===== src/rtl/multicycle_controller.sv =====
// Multicycle RV32I sequencing FSM: decodes op/funct into datapath enables,
// stalls on mem_ready, counts retired instructions and flags illegal opcodes.
module multicycle_controller #(
  parameter int unsigned CNT_WIDTH = 32
) (
  input  logic                 clk,
  input  logic                 rst,
  input  logic [6:0]           op,
  input  logic [2:0]           funct3,
  input  logic [6:0]           funct7,
  input  logic                 zero,
  input  logic                 mem_ready,
  output logic                 pc_write,
  output logic                 adr_src,
  output logic                 mem_write,
  output logic                 ir_write,
  output logic [1:0]           result_src,
  output logic [1:0]           alu_src_a,
  output logic [1:0]           alu_src_b,
  output logic [1:0]           imm_src,
  output logic [2:0]           alu_control,
  output logic                 reg_write,
  output logic                 illegal,
  output logic [CNT_WIDTH-1:0] retired,
  output logic [3:0]           state
);

  typedef enum logic [3:0] {
    FETCH    = 4'd0,
    DECODE   = 4'd1,
    MEMADR   = 4'd2,
    MEMREAD  = 4'd3,
    MEMWB    = 4'd4,
    MEMWRITE = 4'd5,
    EXECR    = 4'd6,
    EXECI    = 4'd7,
    ALUWB    = 4'd8,
    BEQ      = 4'd9,
    JAL      = 4'd10,
    TRAP     = 4'd11
  } state_t;

  localparam logic [6:0] OP_LOAD  = 7'b0000011;
  localparam logic [6:0] OP_STORE = 7'b0100011;
  localparam logic [6:0] OP_RTYPE = 7'b0110011;
  localparam logic [6:0] OP_ITYPE = 7'b0010011;
  localparam logic [6:0] OP_BEQ   = 7'b1100011;
  localparam logic [6:0] OP_JAL   = 7'b1101111;

  state_t     cur, nxt;
  logic       retire;
  logic       pc_w, mem_w, ir_w, reg_w;
  logic [2:0] funct_alu;

  always_comb begin
    case (funct3)
      3'b000:  funct_alu = (op[5] & funct7[5]) ? 3'b001 : 3'b000;
      3'b010:  funct_alu = 3'b101;
      3'b110:  funct_alu = 3'b011;
      3'b111:  funct_alu = 3'b010;
      default: funct_alu = 3'b000;
    endcase
  end

  always_comb begin
    nxt    = cur;
    retire = 1'b0;
    case (cur)
      FETCH:    if (mem_ready) nxt = DECODE;
      DECODE: begin
        case (op)
          OP_LOAD, OP_STORE: nxt = MEMADR;
          OP_RTYPE:          nxt = EXECR;
          OP_ITYPE:          nxt = EXECI;
          OP_BEQ:            nxt = BEQ;
          OP_JAL:            nxt = JAL;
          default:           nxt = TRAP;
        endcase
      end
      MEMADR:   nxt = op[5] ? MEMWRITE : MEMREAD;
      MEMREAD:  if (mem_ready) nxt = MEMWB;
      MEMWB: begin
        nxt    = FETCH;
        retire = 1'b1;
      end
      MEMWRITE: if (mem_ready) begin
        nxt    = FETCH;
        retire = 1'b1;
      end
      EXECR, EXECI: nxt = ALUWB;
      ALUWB, BEQ: begin
        nxt    = FETCH;
        retire = 1'b1;
      end
      JAL:      nxt = ALUWB;
      TRAP:     nxt = TRAP;
      default:  nxt = FETCH;
    endcase
  end

  always_ff @(posedge clk or negedge rst) begin
    if (!rst) begin
      cur     <= FETCH;
      retired <= '0;
      illegal <= 1'b0;
    end else begin
      cur <= nxt;
      if (retire) retired <= retired + CNT_WIDTH'(1);
      if (nxt == TRAP) illegal <= 1'b1;
    end
  end

  always_comb begin
    pc_w        = 1'b0;
    mem_w       = 1'b0;
    ir_w        = 1'b0;
    reg_w       = 1'b0;
    adr_src     = 1'b0;
    result_src  = 2'b00;
    alu_src_a   = 2'b00;
    alu_src_b   = 2'b00;
    alu_control = 3'b000;
    case (cur)
      FETCH: begin
        alu_src_b  = 2'b10;
        result_src = 2'b10;
        ir_w       = mem_ready;
        pc_w       = mem_ready;
      end
      DECODE: begin
        alu_src_a = 2'b01;
        alu_src_b = 2'b01;
      end
      MEMADR: begin
        alu_src_a = 2'b10;
        alu_src_b = 2'b01;
      end
      MEMREAD:  adr_src = 1'b1;
      MEMWB: begin
        result_src = 2'b01;
        reg_w      = 1'b1;
      end
      MEMWRITE: begin
        adr_src = 1'b1;
        mem_w   = 1'b1;
      end
      EXECR: begin
        alu_src_a   = 2'b10;
        alu_control = funct_alu;
      end
      EXECI: begin
        alu_src_a   = 2'b10;
        alu_src_b   = 2'b01;
        alu_control = funct_alu;
      end
      ALUWB:    reg_w = 1'b1;
      BEQ: begin
        alu_src_a   = 2'b10;
        alu_control = 3'b001;
        pc_w        = zero;
      end
      JAL: begin
        alu_src_a = 2'b01;
        alu_src_b = 2'b10;
        pc_w      = 1'b1;
      end
      default: ;
    endcase
  end

  // State sits in FETCH during reset, so the enables are gated by rst directly
  assign pc_write  = pc_w & rst;
  assign mem_write = mem_w & rst;
  assign ir_write  = ir_w & rst;
  assign reg_write = reg_w & rst;

  always_comb begin
    case (op)
      OP_STORE: imm_src = 2'b01;
      OP_BEQ:   imm_src = 2'b10;
      OP_JAL:   imm_src = 2'b11;
      default:  imm_src = 2'b00;
    endcase
  end

  assign state = cur;

endmodule

===== config.mk =====
export PLATFORM = sky130hd
export DESIGN_NAME = multicycle_controller
export DESIGN_NICKNAME = d
export VERILOG_FILES = /design/src/rtl/multicycle_controller.sv
export SDC_FILE = /design/constraint.sdc
export NUM_CORES = 1
export LEC_CHECK = 0
export ABC_AREA = 1
export BUFFER_PORTS_ARGS = -buffer_cell sky130_fd_sc_hd__buf_2
export CAP_MARGIN = 20
export CORE_ASPECT_RATIO = 1.5
export CORE_MARGIN = 2
export CORE_UTILIZATION = 47
export DETAILED_ROUTE_END_ITERATION = 10
export GPL_TIMING_DRIVEN = 0
export PLACE_DENSITY_LB_ADDON = 0.3
export SYNTH_ARGS = -nofsm -noshare
export SYNTH_HDL_FRONTEND = slang
export SYNTH_SLANG_ARGS = --single-unit

===== constraint.sdc =====
create_clock -name clk -period 1.4 [get_ports clk]
set_input_delay 0.28 -clock clk [delete_from_list [all_inputs] [get_ports clk]]
set_output_delay 0.28 -clock clk [all_outputs]
set_load 0.005 [all_outputs]

Yosys cells after proc, flatten, opt, wreduce, memory -nomap -nowiden

Index checks and enable logic that the tools add are counted.

Register bits after elaboration: 37
Logic and storage cells: 62

Multiplexer cells: 20
Bitwise logic cells: 5
$add $sub $neg: 1
Eq/ne operators: 21
Reduce and logical (&&, ||, !) cells: 12

Operators by type and width:

| operator              | number |
|---|---|
| $add 32x1->32 const B | 1 |
| $pmux 4 s7            | 1 |
| $eq 4x4->1 const B    | 5 |
| $pmux 4 s5            | 1 |
| $eq 4x3->1 const B    | 4 |
| $eq 7x6->1 const B    | 2 |
| $eq 7x7->1 const B    | 2 |
| $mux 4                | 3 |
| $pmux 2 s2            | 3 |
| $pmux 3 s4            | 1 |
| $reduce_or 2->1       | 6 |
| $reduce_or 3->1       | 3 |
| $eq 4x2->1 const B    | 2 |
| $eq 7x2->1 const B    | 1 |
| $eq 7x5->1 const B    | 1 |
| $eq 3x3->1 const B    | 2 |
| $mux 1                | 6 |
| $pmux 2 s3            | 1 |
| $pmux 3 s2            | 1 |
| $and 1x1->1           | 5 |
| $eq 4x1->1 const B    | 1 |
| $logic_not 4->1       | 1 |
| $reduce_or 4->1       | 1 |
| $eq 3x2->1 const B    | 1 |
| other kinds (4)       | 4 |

Depth between registers and ports, before layout

Gate-level depths: netlist of the first run.

Word-level depth: 5
Mapped depth: 10
Depth with buffers taken out: 10

Least setup slack after synthesis of the first run

No wires, ideal clock.

Kind: flip-flop to flip-flop
Start: register retired[0]
End: register retired[26]
Required time: 1.284 ns
Path buffers: 0
Library setup time: 0.116 ns
Clock period less this slack: 1.451 ns
Stages on the path, launching flop included: 11
Arrival time: 1.335 ns
Path slack: -0.051 ns
Path through: dfrtp_1 -> ha_1 -> nand3_1 -> inv_1 -> nand2_1 -> nor2_1 -> nand2_1 -> nand2_1 -> nand2_1 -> nand2_1 -> nand2_1

Longest elaborated chain between the ends: 1

RTL lines:

| item                     | RTL line | source |
|---|---|---|
| start: declaration       | 24       | `output logic [CNT_WIDTH-1:0] retired,` |
| start signal: assignment | 108      | `if (retire) retired <= retired + CNT_WIDTH'(1);` |
| $add 32x1->32            | 108      |  |

No other way between the ends.
A chain may end at the register's enable or synchronous reset.

Final worst setup path of the first run

Start: register cur[3], in the netlist state[3]
End: output port adr_src

Longest elaborated chain between the ends: 3

RTL lines:

| item                                     | RTL line | source |
|---|---|---|
| start: declaration                       | 50       | `state_t cur, nxt;` |
| start signal: assignment                 | 107      | `cur <= nxt;` |
| $eq 4x3->1 or $eq 4x2->1 (tied branches) | 123      | `case (cur)` |
| $reduce_or 2->1 (no line) *              | n/a      |  |
| $mux 1 *                                 | 123      |  |
| end: declaration                         | 14       | `output logic adr_src,` |

Every way passes the cells marked *; elsewhere a longest branch is shown, timed or not.

==> flow_metrics.tcl, run 1 <==
set metrics [dict create \
    status "finished with violations" \
    violations "negative hold slack, negative setup slack" \
    finalWirelength_um 7797 \
    syn_to_final_growth_pct 36.78 \
    die_area_um2 6130 \
    r2r_cells 9 \
    grt_max_degree 39 \
    die_h_um 94.90 \
    grt_pass1_wl_um 12150 \
    synth_edf_count 0 \
    dp_hpwl_um 5641 \
    finalWorstPathRequiredPeriod_ns 1.717 \
    cellPowerDensity_nw_per_um2 1494 \
    place_area_um2 3013 \
    r2r_setup_slack_ns -0.22 \
    drive_above_1_share_pct 31.42 \
    clkSinkCount 37 \
    grt_antenna_before_repair 0 \
    crit_arrival_ns 1.44 \
    gp_congestion 0.9258 \
    post-place-ws_ns -0.4038 \
    synth.top_cells.by_area "dfrtp_1 (36%), nand2_1 (29%), nor2_1 (10%), nand3b_1 (4.3%), inv_1 (4.2%)" \
    final_util_pct 65.46 \
    ys_seq_area_share_pct 35.77 \
    initial_utilization_pct 47.86 \
    max_slew_margin_pct 67.75 \
    synth_top_area_share_pct 35.77 \
    vias 2930 \
    worst-setup-path-type "reg2out" \
    finalInstanceArea_um2 3541 \
    io_buffers 67 \
    root_buffer "clkbuf_8" \
    cts_inserted_buffers 5 \
    avgSynthCellArea_um2 6.253 \
    grt_use_total_pct 25.66 \
    worst_pin_slew_ns 0.4837 \
    post_drt_wl_per_cell_um 13.54 \
    p_leak_nw 1.886 \
    num-fill-cells 498 \
    dr.pass1.iters 5 \
    finalCritPeriodShare_pct 122.6 \
    slew_viol_final 0 \
    setup.worst_path.start_class "register" \
    synth_cells 414 \
    maxCapViolCount 0 \
    synth_warnings 0 \
    netlist_area_um2 2589 \
    critPathMaxFanout 4 \
    antenna_left 0 \
    num-nets-final 527 \
    yosysMostFrequentCell "nand2_1" \
    synth-main-ff-cell "dfrtp_1" \
    setup_viol 47 \
    via_per_inst 5.087 \
    finClkSkew_ns 0.007011 \
    min_path_type "in2async" \
    cts_buffer_depth 2 \
    synth_common_cells "nand2_1 (199), nor2_1 (69), dfrtp_1 (37)" \
    multi_input_area_um2 1717 \
    clk_latency_ns 0.30 \
    die_w_um 64.60 \
    ys_types 25 \
    core_um2 5409 \
    antenna_cells 0 \
    ys_ff_latch 37 \
    drc 0 \
    critical_path.endpoint_type "output port" \
    setup_ws_ns -0.3167 \
    synthArstFlopShare_pct 100.0 \
    grt.overflow.total 0 \
    num_io_pins 74 \
    crit_required_ns 1.12 \
    first_iter_violations 151 \
    grt_pass1_vias 2738 \
    ff_latch_area_um2 937.1 \
    vdd_drop_max_mv 1.087 \
    cts.reportedPaths.clkPinSlew_ns 0.08 \
    whs_ns -0.06187 \
    rsz0062_at_grt "true" \
    synth_nets 436 \
    h-tree-depth 2 \
    rr_startpoint "state[3]" \
    synth.largest_area_cell "dfrtp_1" \
    cts_tree "done" \
    fp-row-count 33 \
    hold_violations 37 \
    reg2reg_to "retired[7]" \
    clock.fmax_mhz 582.5 \
]
[sequential cells by signal (all words and copies together), names as in the netlist]
signal,cells
retired,32
illegal,1
state,4
[critical path: stages (launching register included)]
cell     delay [ns]
dfrtp_2        0.48
inv_4          0.12
nand2_4        0.09
nor2_4         0.15
inv_2          0.05
o21ai_0        0.09
buf_2          0.15
[cell usage in the layout, fill, tap and decap left out, drive strengths merged]
master,n
nand3,17
clkbuf,7
o21ai,5
buf,89
inv,34
a31oi,1
o221ai,1
bufinv,1
nand2,203
nand4,1
nor3,2
o41ai,1
a21oi,1
o2111ai,1
xnor2,8
nor2,74
dfrtp,37
ha,1
o211ai,1
xor2,6
nand3b,15
[how the worst max path moves through the flow]
stage               startpoint     endpoint  slack, ns
floorplan           retired[0]  retired[26]      0.006
global placement           rst     pc_write      -0.36
detailed placement         rst     pc_write      -0.40
CTS                   state[3]     pc_write      -0.23
global route          state[3]     pc_write      -0.34
finish                state[3]      adr_src      -0.32
[cells by family after synthesis]
| group | count (synthesis) | synth area share, % |
|---|---|---|
| AO/OA/AOI/OAI | 11 | 2.707 |
| XOR/XNOR | 14 | 4.737 |
| flip-flops | 37 | 35.77 |
| adder cells (fa/ha/maj) | 1 | 0.4832 |
| buffers and inverters | 39 | 6.621 |
| AND/OR/NAND/NOR | 312 | 49.69 |
[where the power goes]
group          total [mW]  internal (mW)  switching (mW)
logic                2.82           1.28            1.54
clock network       0.986          0.581           0.405
registers            1.49           1.22           0.266
total                5.29           3.08            2.21
[layout make-up]
cell class	instances	share of cell area, %
inverters	34	3.675
clock buffers	7	2.438
clock inverters	1	0.8481
multi-input cells	338	48.48
well taps	70	2.473
repair buffers	84	14.13
flip-flops and latches	37	26.47
plain buffers	5	1.484
[per-stage QoR]
stage / instances / hold slack (ns) / TNS, ns / total power [mW]
floorplan: 414 / -0.01559 / 0 / 2.565
global route: 576 / -0.01481 / -11.03 / 5.579
global placement: 551 / 0.4286 / -4.258 / 3.172
finish: 576 / -0.06187 / -7.899 / 5.290
detailed placement: 551 / 0.4495 / -4.980 / 3.207
CTS: 572 / -0.02788 / -5.392 / 4.931
[metal layers]
metal  global-route usage [%]  vias up  share of wire (%)  routed length, µm
li1                         -     1458                  -                  -
met1                    25.90     1346                 37               2867
met2                    49.13      100                 55               4268
met3                    3.814       26                4.3                334
met4                    14.72        0                4.2                327
met5                        0        -                  0                  0
[repair_timing]
| action | CTS | global route |
|---|---|---|
| endpoints found under the hold margin | 37 | 37 |
| gates cloned | 1 | 0 |
| pin swaps | 4 | 9 |
| setup buffers | 12 | 4 |
| setup endpoints to repair | 47 | 50 |
| resized for setup | 43 | 34 |
No activity file was read; power rests on OpenSTA's default activity.
==> inputs of run 2 (changes only) <==
--- a/config.mk
+++ b/config.mk
@@ -10,7 +10,7 @@
 export CAP_MARGIN = 20
 export CORE_ASPECT_RATIO = 1.5
 export CORE_MARGIN = 2
-export CORE_UTILIZATION = 47
+export CORE_UTILIZATION = 44
 export DETAILED_ROUTE_END_ITERATION = 10
 export GPL_TIMING_DRIVEN = 0
 export PLACE_DENSITY_LB_ADDON = 0.3
==> flow_metrics.tcl, run 2 (same netlist as run 1, synthesis figures left out) <==
set metrics [dict create \
    status "finished with violations" \
    violations "negative hold slack, negative setup slack" \
    num-nets-final 537 \
    clkSinkCount 37 \
    setup.worst_path.start_class "register" \
    via_per_inst 5.219 \
    die_area_um2 6526 \
    finalCritPeriodShare_pct 121.4 \
    gp_congestion 0.9274 \
    cts.reportedPaths.clkPinSlew_ns 0.07 \
    slew_viol_final 0 \
    finalWirelength_um 8696 \
    cts_inserted_buffers 5 \
    grt_max_degree 39 \
    crit_arrival_ns 1.42 \
    root_buffer "clkbuf_8" \
    clock.fmax_mhz 588.6 \
    num-fill-cells 495 \
    io_buffers 67 \
    cts_tree "done" \
    antenna_cells 0 \
    grt.overflow.total 0 \
    worst-setup-path-type "reg2out" \
    finalInstanceArea_um2 3725 \
    whs_ns -0.06384 \
    first_iter_violations 189 \
    die_w_um 66.63 \
    layout_commonest_cell "nand2_1" \
    critical_path.endpoint_type "output port" \
    cellPowerDensity_nw_per_um2 1588 \
    min_path_type "in2async" \
    final_cell_mix "nand2_1 (181), buf_2 (63), nor2_1 (52), dfrtp_1 (30), inv_1 (22)" \
    maxCapViolCount 0 \
    finalWorstPathRequiredPeriod_ns 1.699 \
    vdd_drop_max_mv 1.226 \
    grt_use_total_pct 26.69 \
    dp_hpwl_um 5575 \
    core_um2 5743 \
    grt_pass1_vias 2955 \
    hold_violations 37 \
    post-place-ws_ns -0.3695 \
    fp-row-count 34 \
    vias 3069 \
    ff_latch_area_um2 934.6 \
    top_register "retired" \
    grt_pass1_wl_um 13380 \
    crit_required_ns 1.12 \
    die_h_um 97.94 \
    worst_pin_slew_ns 0.4843 \
    setup_viol 50 \
    critPathMaxFanout 5 \
    largest_reg_flops 32 \
    setup_ws_ns -0.2989 \
    dr.pass1.iters 4 \
    finClkSkew_ns 0.003402 \
    antenna_left 0 \
    final_util_pct 64.86 \
    multi_input_area_um2 1760 \
    grt_antenna_before_repair 0 \
    post_drt_wl_per_cell_um 14.79 \
    drc 0 \
    num_io_pins 74 \
    rsz0062_at_grt "true" \
    drive_above_1_share_pct 34.69 \
    clk_latency_ns 0.29 \
    syn_to_final_growth_pct 43.89 \
    initial_utilization_pct 45.08 \
    h-tree-depth 2 \
    p_leak_nw 1.992 \
    max_slew_margin_pct 67.71 \
    cts_buffer_depth 2 \
    tns_ns -9.387 \
    place_area_um2 3015 \
]
run 2: report_power, final:
group / total (mW) / internal [mW] / switching [mW]
combinational: 3.66 / 1.80 / 1.86
sequential: 1.52 / 1.22 / 0.303
clock: 0.739 / 0.354 / 0.385
run 2: metrics by stage:
step,cells,total power [mW],hold WS [ns]
6_report,588,5.915,-0.06384
5_1_grt,588,6.164,-0.009532
4_1_cts,582,5.268,-0.03782
3_5_place_dp,553,3.208,0.4309
3_3_place_gp,553,3.176,0.4221
2_1_floorplan,414,2.565,-0.01559
run 2: final cells by class:
| type | count | area share, % |
|---|---|---|
| timing repair buffer | 94 | 17.43 |
| sequential | 37 | 25.09 |
| inverter | 34 | 3.695 |
| buffer | 5 | 1.948 |
| clock buffer | 8 | 2.150 |
| tap | 72 | 2.419 |
| multi-input combinational | 338 | 47.26 |
run 2: worst paths after layout:
kind | slack, ns | startpoint | depth (start not counted) | endpoint
max in group asynchronous | 1.09 | rst | 1 | state[0]
worst max register to register | -0.23 | state[2] | 9 | retired[7]
worst min register to register | 0.49 | illegal | 2 | illegal
worst max-delay path | -0.30 | state[2] | 5 | alu_control[0]
min in group clk | 0.33 | op[4] | 3 | state[2]
worst min-delay path | -0.06 | rst | 1 | retired[13]
run 2: repair_timing:
action                                 in CTS  in global routing
cloned                                      3                  2
endpoints found under the hold margin      37                 28
pin swaps                                  12                  8
setup endpoints to repair                  46                 53
resized for setup                          74                 45
setup buffers                              18                  4
run 2: metal layers:
metal | vias up | track usage, % | part of all wire [%]
met5 | - | 0 | 0
met4 | 0 | 14.29 | 5.4
met3 | 34 | 3.802 | 3.7
met2 | 123 | 49.23 | 55
met1 | 1424 | 27.93 | 36
li1 | 1488 | - | -
run 2: worst max-delay path: stages, from the launching register on:
cell	delay [ns]
dfrtp_2	0.50
inv_4	0.08
nor2_4	0.14
nand3_2	0.12
o221ai_2	0.15
buf_2	0.14
==> inputs of run 3 (changes only) <==
==> constraint.sdc (replaced) <==
create_clock -name clk -period 1.4 [get_ports clk]
set_input_delay 0.28 -clock clk [delete_from_list [all_inputs] [get_ports clk]]
set_output_delay 0.28 -clock clk [all_outputs]
set_load 0.05 [all_outputs]
==> flow_metrics.tcl, run 3 (same netlist as run 1, synthesis figures left out) <==
set metrics [dict create \
    die_h_um 97.94 \
    p_sw_share_pct 50.12 \
    rsz0062_at_grt "true" \
    p_clk_share_pct 11.0 \
    post_drt_wl_per_cell_um 14.58 \
    grt.overflow.total 0 \
    num-nets-final 531 \
    fin_cells 582 \
    gp_congestion 0.9158 \
    critPathMaxFanout 6 \
    largest_reg_flops 32 \
    whs_ns -0.1336 \
    die_area_um2 6526 \
    syn_to_final_growth_pct 51.38 \
    final_util_pct 68.24 \
    grt_max_degree 39 \
    final_cell_mix "nand2_1 (177), nor2_1 (56), buf_2 (49), dfrtp_2 (26), inv_1 (24)" \
    cts_inserted_buffers 5 \
    p_leak_nw 1.909 \
    via_per_inst 5.093 \
    root_buffer "clkbuf_8" \
    violations "negative hold slack, negative setup slack" \
    clkSinkCount 37 \
    crit_arrival_ns 1.62 \
    maxCapViolCount 0 \
    h-tree-depth 2 \
    num_io_pins 74 \
    worst_pin_slew_ns 0.3545 \
    dr.pass1.iters 4 \
    critical_path.endpoint_type "output port" \
    die_w_um 66.63 \
    first_iter_violations 64 \
    slew_viol_final 0 \
    setup.worst_path.start_class "register" \
    crit_required_ns 1.12 \
    grt_antenna_before_repair 0 \
    finalWorstPathRequiredPeriod_ns 1.904 \
    worst-setup-path-type "reg2out" \
    status "finished with violations" \
    antenna_cells 0 \
    grt_pass1_wl_um 13010 \
    combPwrFrac_pct 67.0 \
    vias 2964 \
    p_sw_mw 3.570 \
    top_register "retired" \
    min_path_type "in2async" \
    grt_use_total_pct 26.01 \
    drive_above_1_share_pct 39.02 \
    fp-row-count 34 \
    cts_buffer_depth 2 \
    initial_utilization_pct 45.08 \
    cts_tree "done" \
    power_frac_seq_pct 22.0 \
    hold_violations 37 \
    io_buffers 67 \
    internal-power_mw 3.553 \
    max_slew_margin_pct 76.28 \
    power.total_mw 7.124 \
    setup_viol 49 \
    setup_ws_ns -0.5042 \
    cts.reportedPaths.clkPinSlew_ns 0.07 \
    dp_hpwl_um 5775 \
    drc 0 \
    finalCritPeriodShare_pct 136.0 \
    tns_ns -12.91 \
    finClkSkew_ns 0.008641 \
    vdd_drop_max_mv 0.8018 \
    dp_cells 553 \
    antenna_left 0 \
    clk_latency_ns 0.30 \
    finalWirelength_um 8485 \
    clock.fmax_mhz 525.2 \
    layout_commonest_cell "nand2_1" \
    core_um2 5743 \
    grt_pass1_vias 2820 \
    cellPowerDensity_nw_per_um2 1818 \
]
==> run 3: changes by cell type in the layout (fill, tap and decap cells not counted), moves of 5 or more <==
cell and change:
buf_2 -14, buf_8 +8, dfrtp_1 -22, dfrtp_2 +19, nand2_2 +5, nor2_2 -6
==> run 3: critical path, stage by stage, from the launching register on <==
cell and delay, ns:
dfrtp_4 0.54, inv_4 0.11, nand2_4 0.07, nor2_4 0.16, inv_2 0.07, o211ai_1 0.12
buf_4 0.25
==> run 3: per-stage QoR <==
stage          worst slack [ns]  cell area [µm²]
2_1_floorplan           -0.4031             2848
3_3_place_gp            -0.7329             3273
3_5_place_dp            -0.7623             3273
4_1_cts                 -0.4029             3696
5_1_grt                 -0.5238             3919
6_report                -0.5042             3919
==> run 3: layout make-up <==
type	instances	area, µm²
multi-input cells	338	1864
clock buffers	8	90.09
plain buffers	5	60.06
well taps	72	90.09
flip-flops and latches	37	969.7
repair buffers	88	703.2
inverters	34	141.4
fillers	484	1824
==> run 3: worst paths after layout <==
path                            slack [ns]      endpoint       from  cells after the start
worst min-delay path                 -0.13   retired[25]        rst                      1
worst min register to register        0.45       illegal    illegal                      2
worst max-delay path                 -0.50  alu_src_b[0]   state[1]                      6
min in group clk                      0.38      state[2]  mem_ready                      3
max in group asynchronous             1.23      state[2]        rst                      1
worst max register to register       -0.28    retired[6]   state[2]                      8
==> run 3: repair_timing <==
action	CTS	global route
setup buffers	9	12
cloned	1	0
setup endpoints to repair	49	52
hold endpoints to repair	37	37
pin swaps	10	14
gates resized for setup	69	35
==> run 3: metal layers <==
metal / part of all wire (%) / track usage, % / vias to the layer above
met5: 0 / 0 / -
met1: 36 / 26.67 / 1376
met4: 4.7 / 15.07 / 0
met2: 55 / 47.62 / 93
met3: 4.3 / 4.263 / 27
li1: - / - / 1468
==> run 3: power by group through the flow <==
stage | clock, mW | sequential (mW) | combinational, mW
detailed placement | 0 | 1.52 | 3.14
CTS | 0.806 | 1.54 | 4.04
finish | 0.782 | 1.57 | 4.78
floorplan | 0 | 1.92 | 2.05
global placement | 0 | 1.52 | 3.09
global route | 0.834 | 1.58 | 5.03
